===== config.mk =====
export PLATFORM = sky130hd
export DESIGN_NAME = pd_rx_controller
export DESIGN_NICKNAME = d
export VERILOG_FILES = /design/src/rtl/pd_pkg.sv /design/src/rtl/pd_byte_counter.sv /design/src/rtl/pd_rx_controller.sv
export SDC_FILE = /design/constraint.sdc
export NUM_CORES = 1
export LEC_CHECK = 0
export BUFFER_PORTS_ARGS = -buffer_cell sky130_fd_sc_hd__buf_2
export CAP_MARGIN = 10
export CORE_MARGIN = 3
export CORE_UTILIZATION = 29
export CTS_BUF_LIST = sky130_fd_sc_hd__clkbuf_4
export DETAILED_ROUTE_END_ITERATION = 8
export GPL_TIMING_DRIVEN = 0
export MAX_ROUTING_LAYER = met4
export PLACE_DENSITY_LB_ADDON = 0.1
export SYNTH_ARGS = -nofsm -noshare
export SYNTH_HDL_FRONTEND = slang
export SYNTH_SLANG_ARGS = --single-unit

===== constraint.sdc =====
create_clock -name clk -period 4.3 [get_ports clk]
set_input_delay 1.075 -clock clk [delete_from_list [all_inputs] [get_ports clk]]
set_output_delay 1.075 -clock clk [all_outputs]
set_load 0.1 [all_outputs]

===== src/rtl/pd_pkg.sv =====
// Shared types and constants for the packet-decoder receive path.
package pd_pkg;

    typedef enum logic [1:0] {IDLE, RECV, FLUSH, DONE} pd_state_e;

    localparam logic [7:0] TYPE_SHORT = 8'hA5;
    localparam logic [7:0] TYPE_LONG  = 8'h5A;

    localparam logic [6:0] SHORT_LAST = 7'd61;
    localparam logic [6:0] LONG_LAST  = 7'd110;

    localparam logic [1:0] ERR_NONE    = 2'b00;
    localparam logic [1:0] ERR_TYPE    = 2'b01;
    localparam logic [1:0] ERR_TIMEOUT = 2'b10;

endpackage


===== src/rtl/pd_byte_counter.sv =====
// Payload byte index with a type-dependent last-byte flag.
module pd_byte_counter
    import pd_pkg::*;
(
    input  logic       clk,
    input  logic       n_rst,
    input  logic       clr,
    input  logic       en,
    input  logic       is_long,
    output logic [6:0] count,
    output logic       last_byte
);

    assign last_byte = (count == (is_long ? LONG_LAST : SHORT_LAST));

    // Holds at the last index so the count can never run past the packet.
    always_ff @(posedge clk or negedge n_rst) begin
        if (!n_rst)
            count <= '0;
        else if (clr)
            count <= '0;
        else if (en && !last_byte)
            count <= count + 7'd1;
    end

endmodule


===== src/rtl/pd_rx_controller.sv =====
// Receive sequencer: type byte, payload stream into the byte store,
// inter-byte timeout supervision and consumer handshake.
module pd_rx_controller #(
    parameter int         TO_W           = 16,
    parameter int         TIMEOUT_CYCLES = 1000,
    parameter logic [7:0] TYPE_SHORT     = pd_pkg::TYPE_SHORT,
    parameter logic [7:0] TYPE_LONG      = pd_pkg::TYPE_LONG
) (
    input  logic       clk,
    input  logic       n_rst,
    input  logic [7:0] rx_data,
    input  logic       rx_valid,
    output logic       rx_ready,
    output logic       wr_en,
    output logic [6:0] wr_addr,
    output logic [7:0] wr_data,
    output logic       pkt_valid,
    output logic       pkt_long,
    input  logic       pkt_ack,
    output logic       pkt_err,
    output logic [1:0] err_code,
    output logic       busy
);

    import pd_pkg::*;

    localparam logic [TO_W-1:0] TO_LAST = TO_W'(TIMEOUT_CYCLES - 1);

    pd_state_e       state;
    logic [TO_W-1:0] to_cnt;
    logic [6:0]      byte_count;
    logic            last_byte;
    logic            accept;
    logic            type_ok;
    logic            timeout;

    assign accept  = rx_valid & rx_ready;
    assign type_ok = (rx_data == TYPE_SHORT) || (rx_data == TYPE_LONG);
    // An accepted byte on the expiry cycle takes priority over the timeout.
    assign timeout = (state == RECV) && !accept && (to_cnt == TO_LAST);
    assign busy    = (state != IDLE);

    pd_byte_counter u_byte_counter (
        .clk       (clk),
        .n_rst     (n_rst),
        .clr       ((state == IDLE && accept) || timeout),
        .en        (state == RECV && accept),
        .is_long   (pkt_long),
        .count     (byte_count),
        .last_byte (last_byte)
    );

    always_ff @(posedge clk or negedge n_rst) begin
        if (!n_rst) begin
            state     <= IDLE;
            rx_ready  <= 1'b0;
            wr_en     <= 1'b0;
            wr_addr   <= '0;
            wr_data   <= '0;
            pkt_valid <= 1'b0;
            pkt_long  <= 1'b0;
            pkt_err   <= 1'b0;
            err_code  <= ERR_NONE;
            to_cnt    <= '0;
        end else begin
            wr_en    <= 1'b0;
            pkt_err  <= 1'b0;
            err_code <= ERR_NONE;
            case (state)
                IDLE: begin
                    rx_ready <= 1'b1;
                    if (accept) begin
                        if (type_ok) begin
                            pkt_long <= (rx_data == TYPE_LONG);
                            to_cnt   <= '0;
                            state    <= RECV;
                        end else begin
                            pkt_err  <= 1'b1;
                            err_code <= ERR_TYPE;
                        end
                    end
                end
                RECV: begin
                    if (accept) begin
                        wr_en   <= 1'b1;
                        wr_addr <= byte_count;
                        wr_data <= rx_data;
                        to_cnt  <= '0;
                        if (last_byte) begin
                            rx_ready <= 1'b0;
                            state    <= FLUSH;
                        end
                    end else if (timeout) begin
                        pkt_err  <= 1'b1;
                        err_code <= ERR_TIMEOUT;
                        to_cnt   <= '0;
                        state    <= IDLE;
                    end else begin
                        to_cnt <= to_cnt + TO_W'(1);
                    end
                end
                FLUSH: begin
                    pkt_valid <= 1'b1;
                    state     <= DONE;
                end
                DONE: begin
                    if (pkt_ack) begin
                        pkt_valid <= 1'b0;
                        rx_ready  <= 1'b1;
                        state     <= IDLE;
                    end
                end
                default: state <= IDLE;
            endcase
        end
    end

endmodule


==> flow_summary.json <==
{
  "report.final.hold_viol_count": 0,
  "synth_top_area_frac": 0.503,
  "maxSlewViolCount": 0,
  "reg2reg_slack_ns": 2.09,
  "place_congestion": 0.749,
  "setup_viol": 0,
  "h-tree-depth": 2,
  "synth_edf_count": 0,
  "p_clk_frac": 0.188,
  "drt_iter0_drc": 76,
  "start_kind": "flop",
  "min_period_over_period": 0.629,
  "fin_ws_ns": 1.60,
  "post-cts-setup-buffer-count": 0,
  "ctsResizeCount": 0,
  "clock_skew_ns": 0.0188,
  "grt_pass1_vias": 1921,
  "power_density_nw_per_um2": 518,
  "drt.antenna.violating_nets": 0,
  "avgSynthCellArea_um2": 9.32,
  "routed_wl_mm": 5.32,
  "synthFlopType": "dfrtp_1",
  "drv_cap": 0,
  "max_freq_mhz": 370,
  "hold_depth": 2,
  "clk_latency_ns": 0.36,
  "synth_seq_cells": 47,
  "rsz0062_at_grt": "false",
  "swShare": 0.455,
  "utilization": 0.349,
  "nFillCells": 838,
  "worstSetupPathType": "flop to primary output",
  "core_um2": 7770,
  "num_vias": 1891,
  "dp.final_hpwl_mm": 3.80,
  "placed_area_um2": 2640,
  "crit_required_ns": 3.22,
  "p_comb_frac": 0.374,
  "leakagePower_uw": 0.00139,
  "pin_count": 35,
  "initial_utilization": 0.301,
  "status": "finished clean",
  "slew-limit-headroom": 0.305,
  "timing.reg2reg.worst_path_depth": 7,
  "p_int_uw": 767,
  "drive_above_1_share": 0.202,
  "yosysMostFrequentCell": "nand2_1",
  "drc": 0,
  "endpoint_kind": "primary output",
  "tightest_slew_ns": 1.04,
  "switchingPower_uw": 639,
  "num_antenna_cells": 0,
  "die_h_um": 95.8,
  "antenna_found_initial": 0,
  "syn-cell-area_um2": 2340,
  "grt_usage": 0.133,
  "wl_per_cell_um": 13.5,
  "yosysSeqAreaShare": 0.503,
  "cp.arrival_ns": 1.63,
  "port_buffers": 34,
  "cts.sink_count": 47,
  "area_growth_pct": 15.9,
  "pre_cts_ws_ns": 1.46,
  "cts_made_buffers": 5,
  "cts_root_buf": "clkbuf_4",
  "min-delay-start": "wr_addr[5]",
  "whs_endpoint": "wr_addr[5]",
  "clock_path_buffers": 2,
  "ys_warn_count": 0,
  "cts.hold.buffers_added": 0,
  "path_clk_slew_ns": 0.14,
  "async_flop_share": 1.00,
  "hold_ws_ns": 0.484,
  "yosys.area.top_type": "dfrtp_1",
  "nets": 306,
  "fp.dieArea_um2": 9180,
  "crit_fanout": 8,
  "min_path_type": "flop to flop",
  "rows": 32,
  "first_pass_iters": 4,
  "worstReg2RegEnd": "wr_addr[1]",
  "r2r_start": "rx_ready",
  "synth_common_cells": "nand2_1 (66), dfrtp_1 (47), nor2_1 (19)",
  "syn_nets": 265,
  "synth_area_leaders": "dfrtp_1 (50%), nand2_1 (11%), nor2_1 (3.0%), a211o_1 (2.6%), nor4bb_1 (2.6%)",
  "tns_ns": 0,
  "postLayoutCellArea_um2": 2710,
  "p_seq_frac": 0.438,
  "timing.final.crit_period_ns": 2.70,
  "cts_tree": "done",
  "irDropWorstVdd_uv": 239,
  "viasPerCell": 4.80,
  "synth.distinct_cells": 43,
  "overflow": 0,
  "grt_first_pass_wirelength_mm": 9.27,
  "syn_inst": 251,
  "chipWidth_um": 95.8,
  "grt_max_degree": 48
}
==> per-layer routing <==
layer,share of wire,track usage
met5,0,-
met2,0.49,0.221
met3,0.038,0.0250
met4,0.0071,0.0427
met1,0.46,0.162
==> final cells by class <==
cell class | instances | area, um2 | share of cell area
flip-flops and latches | 47 | 1180 | 0.434
plain buffers | 8 | 61.3 | 0.0226
inverters | 8 | 30.0 | 0.0111
clock buffers | 5 | 37.5 | 0.0138
clock inverters | 2 | 37.5 | 0.0138
multi-input cells | 188 | 1070 | 0.395
repair buffers | 34 | 170 | 0.0628
well taps | 102 | 128 | 0.0471
==> logic make-up after synthesis <==
logic type,share of synthesized area
AOI/OAI and AO/OA,0.108
DFF,0.503
and+or+nand+nor,0.308
xor gates and xnor gates,0.0187
adders and majority gates,0.0107
muxes,0.0128
buffers and inverters,0.0391
==> worst max-delay path, stage by stage, from the launching register on <==
cell and delay, ns:
dfrtp_1 0.34, clkbuf_1 0.25, nor2_1 0.13, inv_1 0.11, buf_2 0.43
==> state kept, by name (all words and copies together), names as in the netlist, named ones only <==
name / count
u_byte_counter.count: 7
wr_addr: 7
state: 1
rx_ready: 1
err_code: 2
wr_data: 8
pkt_long: 1
pkt_valid: 1
to_cnt: 16
wr_en: 1
pkt_err: 1
==> power by group through the flow <==
| stage | clock, uW | combinational [uW] | sequential (uW) |
|---|---|---|---|
| floorplan | 0 | 169 | 874 |
| global placement | 0 | 529 | 623 |
| global route | 290 | 564 | 634 |
| finish | 265 | 525 | 615 |
| CTS | 275 | 533 | 616 |
| detailed placement | 0 | 533 | 624 |
==> worst max-delay path by stage <==
stage	from	to	slack [ns]	cells past startpoint
2_1_floorplan	rx_ready	wr_addr[4]	1.91	7
3_3_place_gp	rx_valid	wr_addr[0]	1.45	7
3_5_place_dp	rx_data[5]	to_cnt[10]	1.46	7
4_1_cts	state[0]	busy	1.57	4
5_1_grt	state[0]	busy	1.46	4
6_report	state[0]	busy	1.60	4
==> per-stage QoR <==
step / instances / total power [uW]
floorplan: 251 / 1040
global placement: 387 / 1150
detailed placement: 387 / 1160
CTS: 394 / 1420
global route: 394 / 1490
finish: 394 / 1410
==> cell usage in the layout, fill, tap and decap left out, types with 2 or more instances in the layout <==
master / synthesis / routed
nand2b_1: 2 / 2
dfrtp_1: 47 / 47
nand2_1: 66 / 66
nand4_1: 5 / 5
nor4_1: 2 / 2
or4_1: 2 / 2
nor4bb_1: 6 / 6
xor2_1: 5 / 5
a21o_1: 2 / 2
o21ai_0: 8 / 8
inv_1: 8 / 8
buf_2: 1 / 35
ha_1: 2 / 2
a21oi_1: 8 / 8
a221o_2: 3 / 3
a31oi_1: 3 / 3
nor2_1: 19 / 19
nand3_1: 8 / 8
a211o_1: 7 / 7
clkbuf_4: 0 / 5
buf_6: 2 / 2
and3_2: 6 / 6
clkbuf_1: 3 / 3
nor3_1: 8 / 8
and3_1: 7 / 7
mux2i_1: 3 / 3
Note: power is estimated with default switching activity, not from simulation.
